**src/rtl/scie_issue_arbiter_if.sv**
```systemverilog
// Bus bundle between the SCIE issue arbiter, its two requesters and the shared SCIE unit.
// The master modport is the arbiter's view; slave is the environment (requesters + unit).
interface scie_issue_arbiter_if;
    logic               req0_valid;
    logic               req0_ready;
    logic        [31:0] req0_insn;
    logic signed [15:0] req0_rs1_real;
    logic signed [15:0] req0_rs1_imag;
    logic        [31:0] req0_rs2;

    logic               req1_valid;
    logic               req1_ready;
    logic        [31:0] req1_insn;
    logic signed [15:0] req1_rs1_real;
    logic signed [15:0] req1_rs1_imag;
    logic        [31:0] req1_rs2;

    logic               resp0_valid;
    logic               resp0_ready;
    logic signed [15:0] resp0_real;
    logic signed [15:0] resp0_imag;

    logic               resp1_valid;
    logic               resp1_ready;
    logic signed [15:0] resp1_real;
    logic signed [15:0] resp1_imag;

    logic               scie_valid;
    logic        [31:0] scie_insn;
    logic signed [15:0] scie_rs1_real;
    logic signed [15:0] scie_rs1_imag;
    logic        [31:0] scie_rs2;
    logic signed [15:0] scie_rd_real;
    logic signed [15:0] scie_rd_imag;

    logic               err_illegal;

    modport master (
        input  req0_valid, req0_insn, req0_rs1_real, req0_rs1_imag, req0_rs2,
        output req0_ready,
        input  req1_valid, req1_insn, req1_rs1_real, req1_rs1_imag, req1_rs2,
        output req1_ready,
        output resp0_valid, resp0_real, resp0_imag,
        input  resp0_ready,
        output resp1_valid, resp1_real, resp1_imag,
        input  resp1_ready,
        output scie_valid, scie_insn, scie_rs1_real, scie_rs1_imag, scie_rs2,
        input  scie_rd_real, scie_rd_imag,
        output err_illegal
    );

    modport slave (
        output req0_valid, req0_insn, req0_rs1_real, req0_rs1_imag, req0_rs2,
        input  req0_ready,
        output req1_valid, req1_insn, req1_rs1_real, req1_rs1_imag, req1_rs2,
        input  req1_ready,
        input  resp0_valid, resp0_real, resp0_imag,
        output resp0_ready,
        input  resp1_valid, resp1_real, resp1_imag,
        output resp1_ready,
        input  scie_valid, scie_insn, scie_rs1_real, scie_rs1_imag, scie_rs2,
        output scie_rd_real, scie_rd_imag,
        input  err_illegal
    );
endinterface

```
**src/rtl/scie_issue_arbiter.sv**
```systemverilog
// Round-robin sharing of one fixed-latency SCIE unit between two requesters, with result steering.
// Define SCIE_ARB_LOCK_EN to lock the unit to one requester between its configure and compute ops.
module scie_issue_arbiter #(
    parameter int unsigned LATENCY = 1
) (
    input logic                  clock,
    input logic                  reset,
    scie_issue_arbiter_if.master bus
);
    localparam int unsigned OPC_W = 7;
    localparam logic [OPC_W-1:0] OPC_COMPUTE = OPC_W'(7'h0B);
    localparam logic [OPC_W-1:0] OPC_CONFIG  = OPC_W'(7'h2B);
    localparam logic [OPC_W-1:0] OPC_CCFG    = OPC_W'(7'h5B);

    typedef enum logic [1:0] {
        CLS_COMPUTE,
        CLS_CONFIG,
        CLS_CCFG,
        CLS_ILLEGAL
    } op_class_e;

    function automatic op_class_e classify(input logic [31:0] insn);
        case (insn[OPC_W-1:0])
            OPC_COMPUTE: classify = CLS_COMPUTE;
            OPC_CONFIG:  classify = CLS_CONFIG;
            OPC_CCFG:    classify = CLS_CCFG;
            default:     classify = CLS_ILLEGAL;
        endcase
    endfunction

    // Registered state
    logic               rr_ptr;
    logic               scie_valid_q;
    logic        [31:0] scie_insn_q;
    logic signed [15:0] scie_rs1_real_q;
    logic signed [15:0] scie_rs1_imag_q;
    logic        [31:0] scie_rs2_q;
    logic               issue_id_q;
    logic               issue_res_q;
    logic [LATENCY-1:0] tag_valid;
    logic [LATENCY-1:0] tag_id;
    logic [LATENCY-1:0] tag_res;
    logic         [1:0] resp_valid_q;
    logic signed [15:0] resp0_real_q, resp0_imag_q;
    logic signed [15:0] resp1_real_q, resp1_imag_q;
    logic               err_illegal_q;

    // Combinational arbitration signals
    op_class_e          cls0, cls1, sel_cls;
    logic               res0, res1, sel_res;
    logic         [1:0] outstanding;
    logic         [1:0] locked_out;
    logic         [1:0] elig;
    logic         [1:0] grant;
    logic               granted;
    logic               grant_id;
    logic               issue;
    logic        [31:0] sel_insn;
    logic signed [15:0] sel_rs1_real, sel_rs1_imag;
    logic        [31:0] sel_rs2;

    // Tag pipe shift inputs and tail
    logic [LATENCY:0]   tag_valid_ext, tag_id_ext, tag_res_ext;
    logic               tail_hit, tail_id;

    assign tag_valid_ext = {tag_valid, scie_valid_q};
    assign tag_id_ext    = {tag_id, issue_id_q};
    assign tag_res_ext   = {tag_res, issue_res_q};
    assign tail_hit      = tag_valid[LATENCY-1] & tag_res[LATENCY-1];
    assign tail_id       = tag_id[LATENCY-1];

    // A result op is outstanding from issue register through tag pipe until its response is consumed
    assign outstanding[0] = resp_valid_q[0]
                          | (|(tag_valid & tag_res & ~tag_id))
                          | (scie_valid_q & issue_res_q & ~issue_id_q);
    assign outstanding[1] = resp_valid_q[1]
                          | (|(tag_valid & tag_res & tag_id))
                          | (scie_valid_q & issue_res_q & issue_id_q);

`ifdef SCIE_ARB_LOCK_EN
    logic lock_held;
    logic lock_owner;

    // Ownership of the unit's coefficient state between configure and compute-with-config
    always_ff @(posedge clock) begin
        if (reset) begin
            lock_held  <= 1'b0;
            lock_owner <= 1'b0;
        end else if (granted) begin
            if (sel_cls == CLS_CONFIG && !lock_held) begin
                lock_held  <= 1'b1;
                lock_owner <= grant_id;
            end else if (sel_cls == CLS_CCFG && lock_held && lock_owner == grant_id) begin
                lock_held <= 1'b0;
            end
        end
    end

    assign locked_out[0] = lock_held & lock_owner;
    assign locked_out[1] = lock_held & ~lock_owner;
`else
    assign locked_out = 2'b00;
`endif

    always_comb begin
        cls0 = classify(bus.req0_insn);
        cls1 = classify(bus.req1_insn);
        res0 = (cls0 == CLS_COMPUTE) || (cls0 == CLS_CCFG);
        res1 = (cls1 == CLS_COMPUTE) || (cls1 == CLS_CCFG);

        elig[0] = bus.req0_valid & ~(res0 & outstanding[0]) & ~locked_out[0] & ~reset;
        elig[1] = bus.req1_valid & ~(res1 & outstanding[1]) & ~locked_out[1] & ~reset;

        grant = 2'b00;
        if (elig[0] && elig[1]) begin
            grant[rr_ptr] = 1'b1;
        end else begin
            grant = elig;
        end
        granted  = |grant;
        grant_id = grant[1];

        sel_cls      = grant_id ? cls1              : cls0;
        sel_res      = grant_id ? res1              : res0;
        sel_insn     = grant_id ? bus.req1_insn     : bus.req0_insn;
        sel_rs1_real = grant_id ? bus.req1_rs1_real : bus.req0_rs1_real;
        sel_rs1_imag = grant_id ? bus.req1_rs1_imag : bus.req0_rs1_imag;
        sel_rs2      = grant_id ? bus.req1_rs2      : bus.req0_rs2;
        issue        = granted && (sel_cls != CLS_ILLEGAL);
    end

    always_ff @(posedge clock) begin
        if (reset) begin
            rr_ptr          <= 1'b0;
            scie_valid_q    <= 1'b0;
            scie_insn_q     <= '0;
            scie_rs1_real_q <= '0;
            scie_rs1_imag_q <= '0;
            scie_rs2_q      <= '0;
            issue_id_q      <= 1'b0;
            issue_res_q     <= 1'b0;
            tag_valid       <= '0;
            tag_id          <= '0;
            tag_res         <= '0;
            resp_valid_q    <= 2'b00;
            resp0_real_q    <= '0;
            resp0_imag_q    <= '0;
            resp1_real_q    <= '0;
            resp1_imag_q    <= '0;
            err_illegal_q   <= 1'b0;
        end else begin
            scie_valid_q <= issue;
            if (issue) begin
                scie_insn_q     <= sel_insn;
                scie_rs1_real_q <= sel_rs1_real;
                scie_rs1_imag_q <= sel_rs1_imag;
                scie_rs2_q      <= sel_rs2;
                issue_id_q      <= grant_id;
                issue_res_q     <= sel_res;
            end
            if (granted) begin
                rr_ptr <= ~grant_id;
            end
            if (granted && sel_cls == CLS_ILLEGAL) begin
                err_illegal_q <= 1'b1;
            end

            tag_valid <= tag_valid_ext[LATENCY-1:0];
            tag_id    <= tag_id_ext[LATENCY-1:0];
            tag_res   <= tag_res_ext[LATENCY-1:0];

            // Steer the tail result into its requester's held response register
            if (tail_hit && !tail_id) begin
                resp_valid_q[0] <= 1'b1;
                resp0_real_q    <= bus.scie_rd_real;
                resp0_imag_q    <= bus.scie_rd_imag;
            end else if (resp_valid_q[0] && bus.resp0_ready) begin
                resp_valid_q[0] <= 1'b0;
            end
            if (tail_hit && tail_id) begin
                resp_valid_q[1] <= 1'b1;
                resp1_real_q    <= bus.scie_rd_real;
                resp1_imag_q    <= bus.scie_rd_imag;
            end else if (resp_valid_q[1] && bus.resp1_ready) begin
                resp_valid_q[1] <= 1'b0;
            end
        end
    end

    assign bus.req0_ready    = grant[0];
    assign bus.req1_ready    = grant[1];
    assign bus.scie_valid    = scie_valid_q;
    assign bus.scie_insn     = scie_insn_q;
    assign bus.scie_rs1_real = scie_rs1_real_q;
    assign bus.scie_rs1_imag = scie_rs1_imag_q;
    assign bus.scie_rs2      = scie_rs2_q;
    assign bus.resp0_valid   = resp_valid_q[0];
    assign bus.resp0_real    = resp0_real_q;
    assign bus.resp0_imag    = resp0_imag_q;
    assign bus.resp1_valid   = resp_valid_q[1];
    assign bus.resp1_real    = resp1_real_q;
    assign bus.resp1_imag    = resp1_imag_q;
    assign bus.err_illegal   = err_illegal_q;
endmodule
```
**src/flat_wrapper.sv**
```systemverilog
// flat-port wrapper written by rule: the top's interface ports become plain ports
module scie_issue_arbiter_flat 
#(
    parameter int unsigned LATENCY = 1
)
  (clock, reset, bus_req0_valid, bus_req0_insn, bus_req0_rs1_real, bus_req0_rs1_imag, bus_req0_rs2, bus_req0_ready, bus_req1_valid, bus_req1_insn, bus_req1_rs1_real, bus_req1_rs1_imag, bus_req1_rs2, bus_req1_ready, bus_resp0_valid, bus_resp0_real, bus_resp0_imag, bus_resp0_ready, bus_resp1_valid, bus_resp1_real, bus_resp1_imag, bus_resp1_ready, bus_scie_valid, bus_scie_insn, bus_scie_rs1_real, bus_scie_rs1_imag, bus_scie_rs2, bus_scie_rd_real, bus_scie_rd_imag, bus_err_illegal);
  scie_issue_arbiter_if bus_i ();
  input logic clock;
  input logic reset;
  input wire logic [$bits(bus_i.req0_valid)-1:0] bus_req0_valid;
  input wire logic [$bits(bus_i.req0_insn)-1:0] bus_req0_insn;
  input wire logic [$bits(bus_i.req0_rs1_real)-1:0] bus_req0_rs1_real;
  input wire logic [$bits(bus_i.req0_rs1_imag)-1:0] bus_req0_rs1_imag;
  input wire logic [$bits(bus_i.req0_rs2)-1:0] bus_req0_rs2;
  output wire logic [$bits(bus_i.req0_ready)-1:0] bus_req0_ready;
  input wire logic [$bits(bus_i.req1_valid)-1:0] bus_req1_valid;
  input wire logic [$bits(bus_i.req1_insn)-1:0] bus_req1_insn;
  input wire logic [$bits(bus_i.req1_rs1_real)-1:0] bus_req1_rs1_real;
  input wire logic [$bits(bus_i.req1_rs1_imag)-1:0] bus_req1_rs1_imag;
  input wire logic [$bits(bus_i.req1_rs2)-1:0] bus_req1_rs2;
  output wire logic [$bits(bus_i.req1_ready)-1:0] bus_req1_ready;
  output wire logic [$bits(bus_i.resp0_valid)-1:0] bus_resp0_valid;
  output wire logic [$bits(bus_i.resp0_real)-1:0] bus_resp0_real;
  output wire logic [$bits(bus_i.resp0_imag)-1:0] bus_resp0_imag;
  input wire logic [$bits(bus_i.resp0_ready)-1:0] bus_resp0_ready;
  output wire logic [$bits(bus_i.resp1_valid)-1:0] bus_resp1_valid;
  output wire logic [$bits(bus_i.resp1_real)-1:0] bus_resp1_real;
  output wire logic [$bits(bus_i.resp1_imag)-1:0] bus_resp1_imag;
  input wire logic [$bits(bus_i.resp1_ready)-1:0] bus_resp1_ready;
  output wire logic [$bits(bus_i.scie_valid)-1:0] bus_scie_valid;
  output wire logic [$bits(bus_i.scie_insn)-1:0] bus_scie_insn;
  output wire logic [$bits(bus_i.scie_rs1_real)-1:0] bus_scie_rs1_real;
  output wire logic [$bits(bus_i.scie_rs1_imag)-1:0] bus_scie_rs1_imag;
  output wire logic [$bits(bus_i.scie_rs2)-1:0] bus_scie_rs2;
  input wire logic [$bits(bus_i.scie_rd_real)-1:0] bus_scie_rd_real;
  input wire logic [$bits(bus_i.scie_rd_imag)-1:0] bus_scie_rd_imag;
  output wire logic [$bits(bus_i.err_illegal)-1:0] bus_err_illegal;
  assign bus_i.req0_valid = bus_req0_valid;
  assign bus_i.req0_insn = bus_req0_insn;
  assign bus_i.req0_rs1_real = bus_req0_rs1_real;
  assign bus_i.req0_rs1_imag = bus_req0_rs1_imag;
  assign bus_i.req0_rs2 = bus_req0_rs2;
  assign bus_req0_ready = bus_i.req0_ready;
  assign bus_i.req1_valid = bus_req1_valid;
  assign bus_i.req1_insn = bus_req1_insn;
  assign bus_i.req1_rs1_real = bus_req1_rs1_real;
  assign bus_i.req1_rs1_imag = bus_req1_rs1_imag;
  assign bus_i.req1_rs2 = bus_req1_rs2;
  assign bus_req1_ready = bus_i.req1_ready;
  assign bus_resp0_valid = bus_i.resp0_valid;
  assign bus_resp0_real = bus_i.resp0_real;
  assign bus_resp0_imag = bus_i.resp0_imag;
  assign bus_i.resp0_ready = bus_resp0_ready;
  assign bus_resp1_valid = bus_i.resp1_valid;
  assign bus_resp1_real = bus_i.resp1_real;
  assign bus_resp1_imag = bus_i.resp1_imag;
  assign bus_i.resp1_ready = bus_resp1_ready;
  assign bus_scie_valid = bus_i.scie_valid;
  assign bus_scie_insn = bus_i.scie_insn;
  assign bus_scie_rs1_real = bus_i.scie_rs1_real;
  assign bus_scie_rs1_imag = bus_i.scie_rs1_imag;
  assign bus_scie_rs2 = bus_i.scie_rs2;
  assign bus_i.scie_rd_real = bus_scie_rd_real;
  assign bus_i.scie_rd_imag = bus_scie_rd_imag;
  assign bus_err_illegal = bus_i.err_illegal;
  scie_issue_arbiter #(.LATENCY(LATENCY)) u_core (.clock(clock), .reset(reset), .bus(bus_i));
endmodule
```
**config.mk**
```make
export PLATFORM = sky130hd
export DESIGN_NAME = scie_issue_arbiter_flat
export DESIGN_NICKNAME = d
export VERILOG_FILES = /design/src/rtl/scie_issue_arbiter_if.sv /design/src/rtl/scie_issue_arbiter.sv /design/src/flat_wrapper.sv
export SDC_FILE = /design/constraint.sdc
export NUM_CORES = 1
export LEC_CHECK = 0
export ABC_AREA = 1
export CAP_MARGIN = 25
export CELL_PAD_IN_SITES_DETAIL_PLACEMENT = 0
export CELL_PAD_IN_SITES_GLOBAL_PLACEMENT = 1
export CORE_MARGIN = 2
export CORE_UTILIZATION = 29
export DETAILED_ROUTE_END_ITERATION = 10
export GPL_TIMING_DRIVEN = 0
export PLACE_DENSITY_LB_ADDON = 0.1
export SKIP_CTS_REPAIR_TIMING = 1
export SYNTH_ARGS = -nofsm -noshare
export SYNTH_HDL_FRONTEND = slang
export SYNTH_SLANG_ARGS = --single-unit
```
**constraint.sdc**
```tcl
create_clock -name clock -period 4.3 [get_ports clock]
set_clock_uncertainty 0.2 [all_clocks]
set_input_delay 1.075 -clock clock [delete_from_list [all_inputs] [get_ports clock]]
set_output_delay 1.075 -clock clock [all_outputs]
set_load 0.02 [all_outputs]
```
==> After elaboration in Yosys (flattened, before gate mapping) <==
Cells that the tools add are included.
{ "word_totals": {"word_cells": 83, "ff_bits": 170, "output_inout_bits": 166} }
{ "classes": {"n_reduce_logical": 16, "n_mux": 15, "bitwise": 22, "n_eq_ne": 10, "magnitude_cmp": 2} }
{ "ops": {"columns": ["operator", "count"], "rows": [
  ["two-way mux 32 bit", 2],
  ["two-way mux 16 bit", 2],
  ["equality test 7 x 4 -> 1 bit, second input constant", 2],
  ["equality test 7 x 6 -> 1 bit, second input constant", 2],
  ["equality test 7 bit, second input constant", 2],
  ["bitwise AND 1 bit", 12],
  ["case mux 2 bit (3 select lines)", 2],
  ["logical AND 1 bit", 8],
  ["equality test 2 bit, second input constant", 3],
  ["two-way mux 1 bit", 6],
  ["inverter 1 bit", 6],
  ["zero test 2 bit", 2],
  ["two-way mux 2 bit", 2],
  ["OR 1 bit", 4],
  ["nonzero test 2 bit", 2],
  ["logical OR 1 bit", 2],
  ["less-than comparator 1 x 2 -> 1 bit, second input constant", 1],
  ["inequality test 2 bit, second input constant", 1],
  ["OR reduction 2 bit", 1],
  ["demux 1 bit (select 1 bit)", 1],
  [">= comparator 1 bit, second input constant", 1],
  ["zero test 1 bit", 1]
]} }

==> Depth between registers and ports, before layout <==
{ "depth": {"ltp_word": 13, "depth_mapped": 17, "mapped_depth_nobuf": 15} }

==> Least setup slack after synthesis <==
No wires, ideal clock.
{ "synth_timing": {"kind": "in2out", "start": "input bus_req1_insn[3]", "end": "output bus_req0_ready", "path_slack_ps": 1050, "required_ps": 3025, "cell_stages": 6, "arrival_ps": 1975, "cell_sequence": "inv_1 > nor3_1 > nand3_1 > nand2_1 > o21ai_0 > nor2_1"} }
{ "synth_via": {"elab_chain_cells": 10, "elab_cells_between_ends": 13, "cone_classes": "eq/ne: 4; mux: 2; bitwise: 4; reduce/logical: 3"} }
{ "synth_lines": {"columns": ["item", "line_no", "rtl"], "rows": [
  ["start: declaration", "flat_wrapper.sv:17", "input wire logic [$bits(bus_i.req1_insn)-1:0] bus_req1_insn;"],
  ["equality test 7 bit, or another cell as far along", "scie_issue_arbiter.sv:23", "case (insn[OPC_W-1:0])"],
  ["case mux 2 bit (3 select lines) *", "scie_issue_arbiter.sv:23", null],
  ["equality test 2 bit / zero test 2 bit (equally long branches)", "scie_issue_arbiter.sv:109", "res1 = (cls1 == CLS_COMPUTE) || (cls1 == CLS_CCFG);"],
  ["logical OR 1 bit *", "scie_issue_arbiter.sv:109", null],
  ["bitwise AND 1 bit *", "scie_issue_arbiter.sv:112", "elig[1] = bus.req1_valid & ~(res1 & outstanding[1]) & ~locked_out[1] & ~reset;"],
  ["inverter 1 bit *", "scie_issue_arbiter.sv:112", null],
  ["bitwise AND 1 bit * (2 in a row)", "scie_issue_arbiter.sv:112", null],
  ["logical AND 1 bit *", "scie_issue_arbiter.sv:115", "if (elig[0] && elig[1]) begin"],
  ["two-way mux 2 bit *", "scie_issue_arbiter.sv:115", null],
  ["end: declaration", "flat_wrapper.sv:15", "output wire logic [$bits(bus_i.req0_ready)-1:0] bus_req0_ready;"]
]} }
Every way passes the cells marked *; elsewhere a longest branch is shown, timed or not.

==> Final worst setup path <==
{ "layout_timing": {"start": "input bus_req1_insn[6]", "end": "output bus_req1_ready"} }
{ "layout_via": {"elab_chain_cells": 10, "elab_cells_between_ends": 13, "cone_classes": "eq/ne: 4; mux: 2; bitwise: 4; reduce/logical: 3"} }
{ "layout_lines": {"columns": ["item", "line_no", "rtl"], "rows": [
  ["equality test 7 bit, or another cell as far along", "scie_issue_arbiter.sv:23", null],
  ["case mux 2 bit (3 select lines) *", "scie_issue_arbiter.sv:23", null],
  ["equality test 2 bit / zero test 2 bit (equally long branches)", "scie_issue_arbiter.sv:109", null],
  ["logical OR 1 bit *", "scie_issue_arbiter.sv:109", null],
  ["bitwise AND 1 bit *", "scie_issue_arbiter.sv:112", null],
  ["inverter 1 bit *", "scie_issue_arbiter.sv:112", null],
  ["bitwise AND 1 bit * (2 in a row)", "scie_issue_arbiter.sv:112", null],
  ["logical AND 1 bit", "scie_issue_arbiter.sv:115", null],
  ["two-way mux 2 bit *", "scie_issue_arbiter.sv:115", null],
  ["end: declaration", "flat_wrapper.sv:21", "output wire logic [$bits(bus_i.req1_ready)-1:0] bus_req1_ready;"]
]} }
Marks and branches as above.

==> results.md <==
* Max cap viols at 0
* Top post-synthesis cells by area: dfxtp_1 (43%), nand2_1 (18%), nor2_1 (13%)
* Pre-CTS setup slack at -0.406 ns
* Final Critical Period at 3.96 ns
* WP data arrival at 2.68 ns
* Layout cells sized above 1 at 0.0537
* Detailed Route WL at 29,400 µm
* Worst min path class: reg -> reg
* Via count at 8,588
* # DRC at 0
* Core Rows at 60
* Gr usage total at 0.202
* Initial DRT Pass Iterations at 5
* Die area at 28,500 µm²
* CTS root buf: clkbuf_16
* Yosys warning total at 0
* Post-synth top area share at 0.432
* Final Max Slew Viols at 0
* CP Class: in -> out
* Syn avg cell area at 6.31 µm²
* Worst Tran Pin Value at 0.648 ns
* Syn Inst Count at 1,250
* Power density cells at 315 nW/µm²
* Startpoint Class: input pin
* Worst skew pair latency at 0.43 ns
* Relative slew margins at 0.568
* DP Wirelength at 22,900 µm
* Wirelength per Cell at 14.6 µm
* RSZ-0062 raised after global routing: no
* Initial DRC Count at 387
* Die Y at 169 µm
* Crit. End Element: output port
* Peak supply drop at 0.179 mV
* Final Wtd Congestion at 0.809
* Final cell count without fillers at 2,016
* Synth area leader: dfxtp_1
* Req. time, crit path at 3.02 ns
* CTS max path bufs at 2
* Status: completed
* Core ar. at 26,800 µm²
* CTS H-Tree Depth at 4
* Initial core utilization at 0.294
* Final setup violating endpoints at 0
* # port buffers at 395
* First-pass GRT wire length at 44,800 µm
* Area Growth Syn to Fin at 63.5%
* Worst-path clk slew at 0.08 ns
* Initial antenna violation count at 0
* Largest net degree at the start of global routing at 21
* Final worst setup slack at 0.344 ns
* Library cells used by synthesis at 23
* Yosys reg bits at 170
* Vias per cell at 4.26
* Worst Path Max Fanout at 19
* Post-Syn Nets at 1,480
* CTS tree: done
* Fmax at 253 MHz
* Dpl cell area at 12,300 µm²
* LEAKAGE at 5.69 nW
* Syn Std Cell Area at 7880 µm²
* Design area at 12,900 µm²
* Die X at 169 µm
* # diodes at 0
* Nets at 1,892
* Final Cycle Share at 0.920
* Vias in the first global route at 8,207
* Placed cells at 1,986
* Final antenna-violating net count at 0
* Total CTS buffers at 17
* Sequential element share of the synthesized area at 0.432
* # IOs at 396
* Grt total ovfl at 0
* Sink Count at 170
* Final Hold Viols at 0
[path summary, 6_finish.rpt]
check | slack, ns | from | cells after the start | endpoint
max | 0.34 | bus_req1_insn[6] | 10 | bus_req1_ready
min | 0.24 | u_core.bus.scie_insn[2] | 2 | u_core.bus.scie_insn[2]
max reg2reg | 1.88 | u_core.tag_valid | 12 | u_core.bus.scie_rs2[9]
min reg2reg | 0.24 | u_core.bus.scie_insn[2] | 2 | u_core.bus.scie_insn[2]
[registers in the layout (all words and copies together), names as in the netlist]
register and count:
u_core.bus.resp0_real 16, u_core.bus.scie_valid 1, u_core.bus.scie_rs1_imag 16, u_core.bus.scie_insn 32, u_core.bus.scie_rs2 32, u_core.bus.resp1_real 16
u_core.resp_valid_q 2, u_core.tag_valid 1, u_core.bus.err_illegal 1, u_core.issue_id_q 1, u_core.issue_res_q 1, u_core.bus.scie_rs1_real 16
u_core.bus.resp0_imag 16, u_core.tag_res 1, u_core.tag_id 1, u_core.bus.resp1_imag 16, u_core.rr_ptr 1
[cell usage after synthesis, drive strengths merged]
master / instances
a21oi: 37
buf: 55
clkbuf: 26
dfxtp: 170
inv: 140
nand2: 385
nand3: 102
nand4: 1
nor2: 264
nor3: 1
o21ai: 66
or2: 3
[where the power goes]
group / leakage, nW / switching [mW] / internal, mW
Sequential: 1.38 / 0.0302 / 1.64
Clock: 0.297 / 0.767 / 0.795
Combinational: 4.02 / 0.418 / 0.416
[layout by cell type (no fill, tap or decap), types with 2 or more instances in the layout]
master,count
inv_1,136
o21ai_0,66
nor2_1,263
buf_6,2
nand3_2,2
or2_2,2
nand2_2,4
buf_2,34
buf_1,13
nand2_1,379
a21oi_1,36
clkbuf_1,25
clkbuf_16,17
nand3_1,100
inv_6,6
nand2_4,2
dfxtp_1,170
inv_8,2
dlymetal6s2s_1,2
clkinv_8,6
clkdlybuf4s50_1,393
buf_8,5
[per-stage QoR]
stage | setup TNS [ns] | power, mW | hold slack (ns) | utilization
floorplan | 0 | 2.09 | 0.229 | -
detailed placement | -0.622 | 2.54 | 0.227 | 0.458
CTS | -0.644 | 4.13 | 0.245 | 0.481
global placement | -0.630 | 2.54 | 0.229 | 0.458
finish | 0 | 4.06 | 0.241 | 0.481
global route | 0 | 4.27 | 0.257 | 0.481
[layout make-up]
type,count,area (µm²)
Buffer,79,410
Inverter,140,537
Clock inverter,15,189
Multi-Input combinational cell,859,3540
Tap cell,341,427
Clock buffer,17,425
Fill cell,2859,13900
Sequential cell,170,3400
Timing Repair Buffer,395,3960
[cell families (layout without fill, tap and decap cells)]
group,count (synthesis),in the layout,share of synthesized area
AND/OR/NAND/NOR,756,756,0.382
buffers and inverters,221,646,0.120
flip-flops,170,170,0.432
AO/OA/AOI/OAI,103,103,0.0659
[routing by layer]
metal  GRT usage  vias to the layer above  part of all wire
met5           0                        -                 0
met4      0.0513                        0             0.016
li1            -                     4595                 -
met2       0.345                      256              0.47
met3      0.0711                       24             0.083
met1       0.243                     3713              0.43
[worst max-delay path, stage by stage]
cell and delay, ns:
clkdlybuf4s50_1 0.50, inv_2 0.06, nand2_1 0.06, a21oi_1 0.07, nand3_1 0.07, nand2_1 0.10
nor2_2 0.16, nand2_2 0.12, inv_6 0.19, dlymetal6s2s_1 0.26
No activity file was read; power rests on OpenSTA's default activity.
==> edit (same flow settings) <==
`OPC_W`: 7 -> 8.
--- a/src/rtl/scie_issue_arbiter.sv
+++ b/src/rtl/scie_issue_arbiter.sv
@@ -9,3 +9,3 @@
 );
-    localparam int unsigned OPC_W = 7;
+    localparam int unsigned OPC_W = 8;
     localparam logic [OPC_W-1:0] OPC_COMPUTE = OPC_W'(7'h0B);
Behaviour: not the same (a bounded check fails within 4 cycles, from zero or initial values and one cycle with reset high).
==> edit against the original RTL <==
- die area rose by 5.2%
- power rose by 3.2%
- sequential cell count did not move
- utilization fell by 0.36 points
- routed wire length rose by 7.5%
- area after synthesis rose by 5.3%
- final area rose by 3.7%
- register-to-register slack got worse by 90 ps
- setup slack got worse by 140 ps
- largest power group unchanged
- highest routed layer unchanged
==> edit: results (changes against the original RTL) <==
[finish]
layout.nets = 1930  ; was 1892
fin_cells = 2091  ; was 2016
drive_gt1_share_pct = 6.54  ; was 5.37%

[yosys]
yosys-top-cells-area = dfxtp_1 41%, nand2_1 15%, nand3_1 13%  ; was dfxtp_1 43%, nand2_1 18%, nor2_1 13%
synth_compound_area_share_pct = 10.2  ; was 6.59%
ys_top_cells_by_count = 333 x nand2_1, 217 x nand3_1, 170 x dfxtp_1, 170 x nor2_1, 121 x a21oi_1  ; was 379 x nand2_1, 263 x nor2_1, 170 x dfxtp_1
async_flop_share_pct = 0  ; unchanged
yosysSeqAreaShare_pct = 41.0  ; was 43.2%
synthCells = 1288  ; was 1250
synth_xor_area_share_pct = 0  ; unchanged

[min_path]
min_from = u_core.bus.scie_insn[7]  ; was u_core.bus.scie_insn[2]
hold_end = u_core.bus.scie_insn[7]  ; was u_core.bus.scie_insn[2]

[global_route]
grt_pass1_wl_um = 48500  ; was 44800 µm
antenna_found_initial = 0  ; unchanged
grt_pass1_vias = 8740  ; was 8207
grt_util_all_layers_pct = 20.5  ; was 20.2%
grt_max_degree = 22  ; was 21

[detailed_routing]
drt_iter0_markers = 483  ; was 387
dr.pass1.iters = 5  ; unchanged
drt-total-wl_um = 31600  ; was 29400 µm
vias = 9318  ; was 8588

[placement]
io_buffers = 394  ; was 395
place.gp.congestion = 0.805  ; was 0.809
dp_hpwl_um = 24200  ; was 22900 µm

[worst_setup_path]
cp_max_fo = 10  ; was 19
reg2reg_from = u_core.tag_id  ; was u_core.tag_valid
arrival_ps = 2820  ; was 2680 ps
rrSetupSlack_ps = 1790  ; was 1880 ps
worst_r2r_endpoint = u_core.issue_id_q  ; was u_core.bus.scie_rs2[9]
reg2regPathDepth = 15  ; was 12

[pwr]
leakage_nw = 5.78  ; was 5.69 nW
ir_worst_vdd_mv = 0.235  ; was 0.179 mV

[sta]
slew_headroom_pct = 50.5  ; was 56.8%

[outcome]
outcome = finished, final reports clean  ; unchanged

==> edit: changes by cell type in the layout (fill, tap and decap cells not counted), sizes merged, moves of 2 or more <==
| cell | unedited run | this run |
|---|---|---|
| clkbuf | 42 | 44 |
| inv | 147 | 126 |
| nand3 | 102 | 218 |
| nor2 | 264 | 170 |
| a21oi | 37 | 129 |
| or2 | 3 | 1 |
| nand3b | 0 | 2 |
| o21ai | 66 | 35 |
| nand2 | 385 | 338 |
| buf | 54 | 76 |
==> edit: final cells by class <==
type | count | area [µm²]
plain buffers | 103 | 552
clock buffers | 17 | 425
clock inverters | 15 | 206
fillers | 2920 | 14600
inverters | 119 | 447
multi-input cells | 895 | 3910
flip-flops and latches | 170 | 3400
well taps | 378 | 473
repair buffers | 394 | 3950
==> edit: layer usage <==
metal  wire [µm]  global-route usage (%)
met1       13900                    25.4
met4         580                    5.83
met2       15200                    35.2
met5           0                       0
met3        2000                    5.06
==> edit: worst max path at each step <==
stage	start	slack, ps	end
after floorplan	reset	820	bus_req1_ready
after global routing	bus_req1_insn[6]	40	bus_req0_ready
final	bus_req1_insn[6]	210	bus_req0_ready
after detailed placement	bus_req1_insn[0]	-650	bus_req1_ready
after global placement	bus_req1_insn[0]	-650	bus_req1_ready
after CTS	bus_req1_insn[0]	-670	bus_req1_ready
==> edit: power by group <==
part / total (mW) / switching (mW) / internal [mW]
clock network: 1.62 / 0.807 / 0.809
registers: 1.66 / 0.0312 / 1.63
logic: 0.912 / 0.477 / 0.435
total: 4.19 / 1.32 / 2.88
==> edit: worst max-delay path, stage by stage <==
cell	delay, ps
clkdlybuf4s50_1	520
inv_2	40
nand2_1	70
nor2_1	60
nand2_1	50
nand2_1	120
a21oi_4	190
buf_4	270
nand2_1	90
nand2_1	90
inv_1	40
dlymetal6s2s_1	210
==> edit: cells by family (layout without fill, tap and decap cells) <==
| family | count (synthesis) | after routing |
|---|---|---|
| buf+inv | 223 | 648 |
| flops | 170 | 170 |
| compound gates | 164 | 164 |
| simple gates | 731 | 731 |
==> edit: metrics by stage <==
stage | TNS, ps | area [µm²] | setup slack, ps | hold slack (ps)
floorplan | 0 | 8300 | 818 | 229
global placement | -988 | 12700 | -651 | 227
detailed placement | -994 | 12700 | -653 | 227
CTS | -1020 | 13400 | -670 | 240
global route | 0 | 13400 | 36.0 | 256
finish | 0 | 13400 | 207 | 240
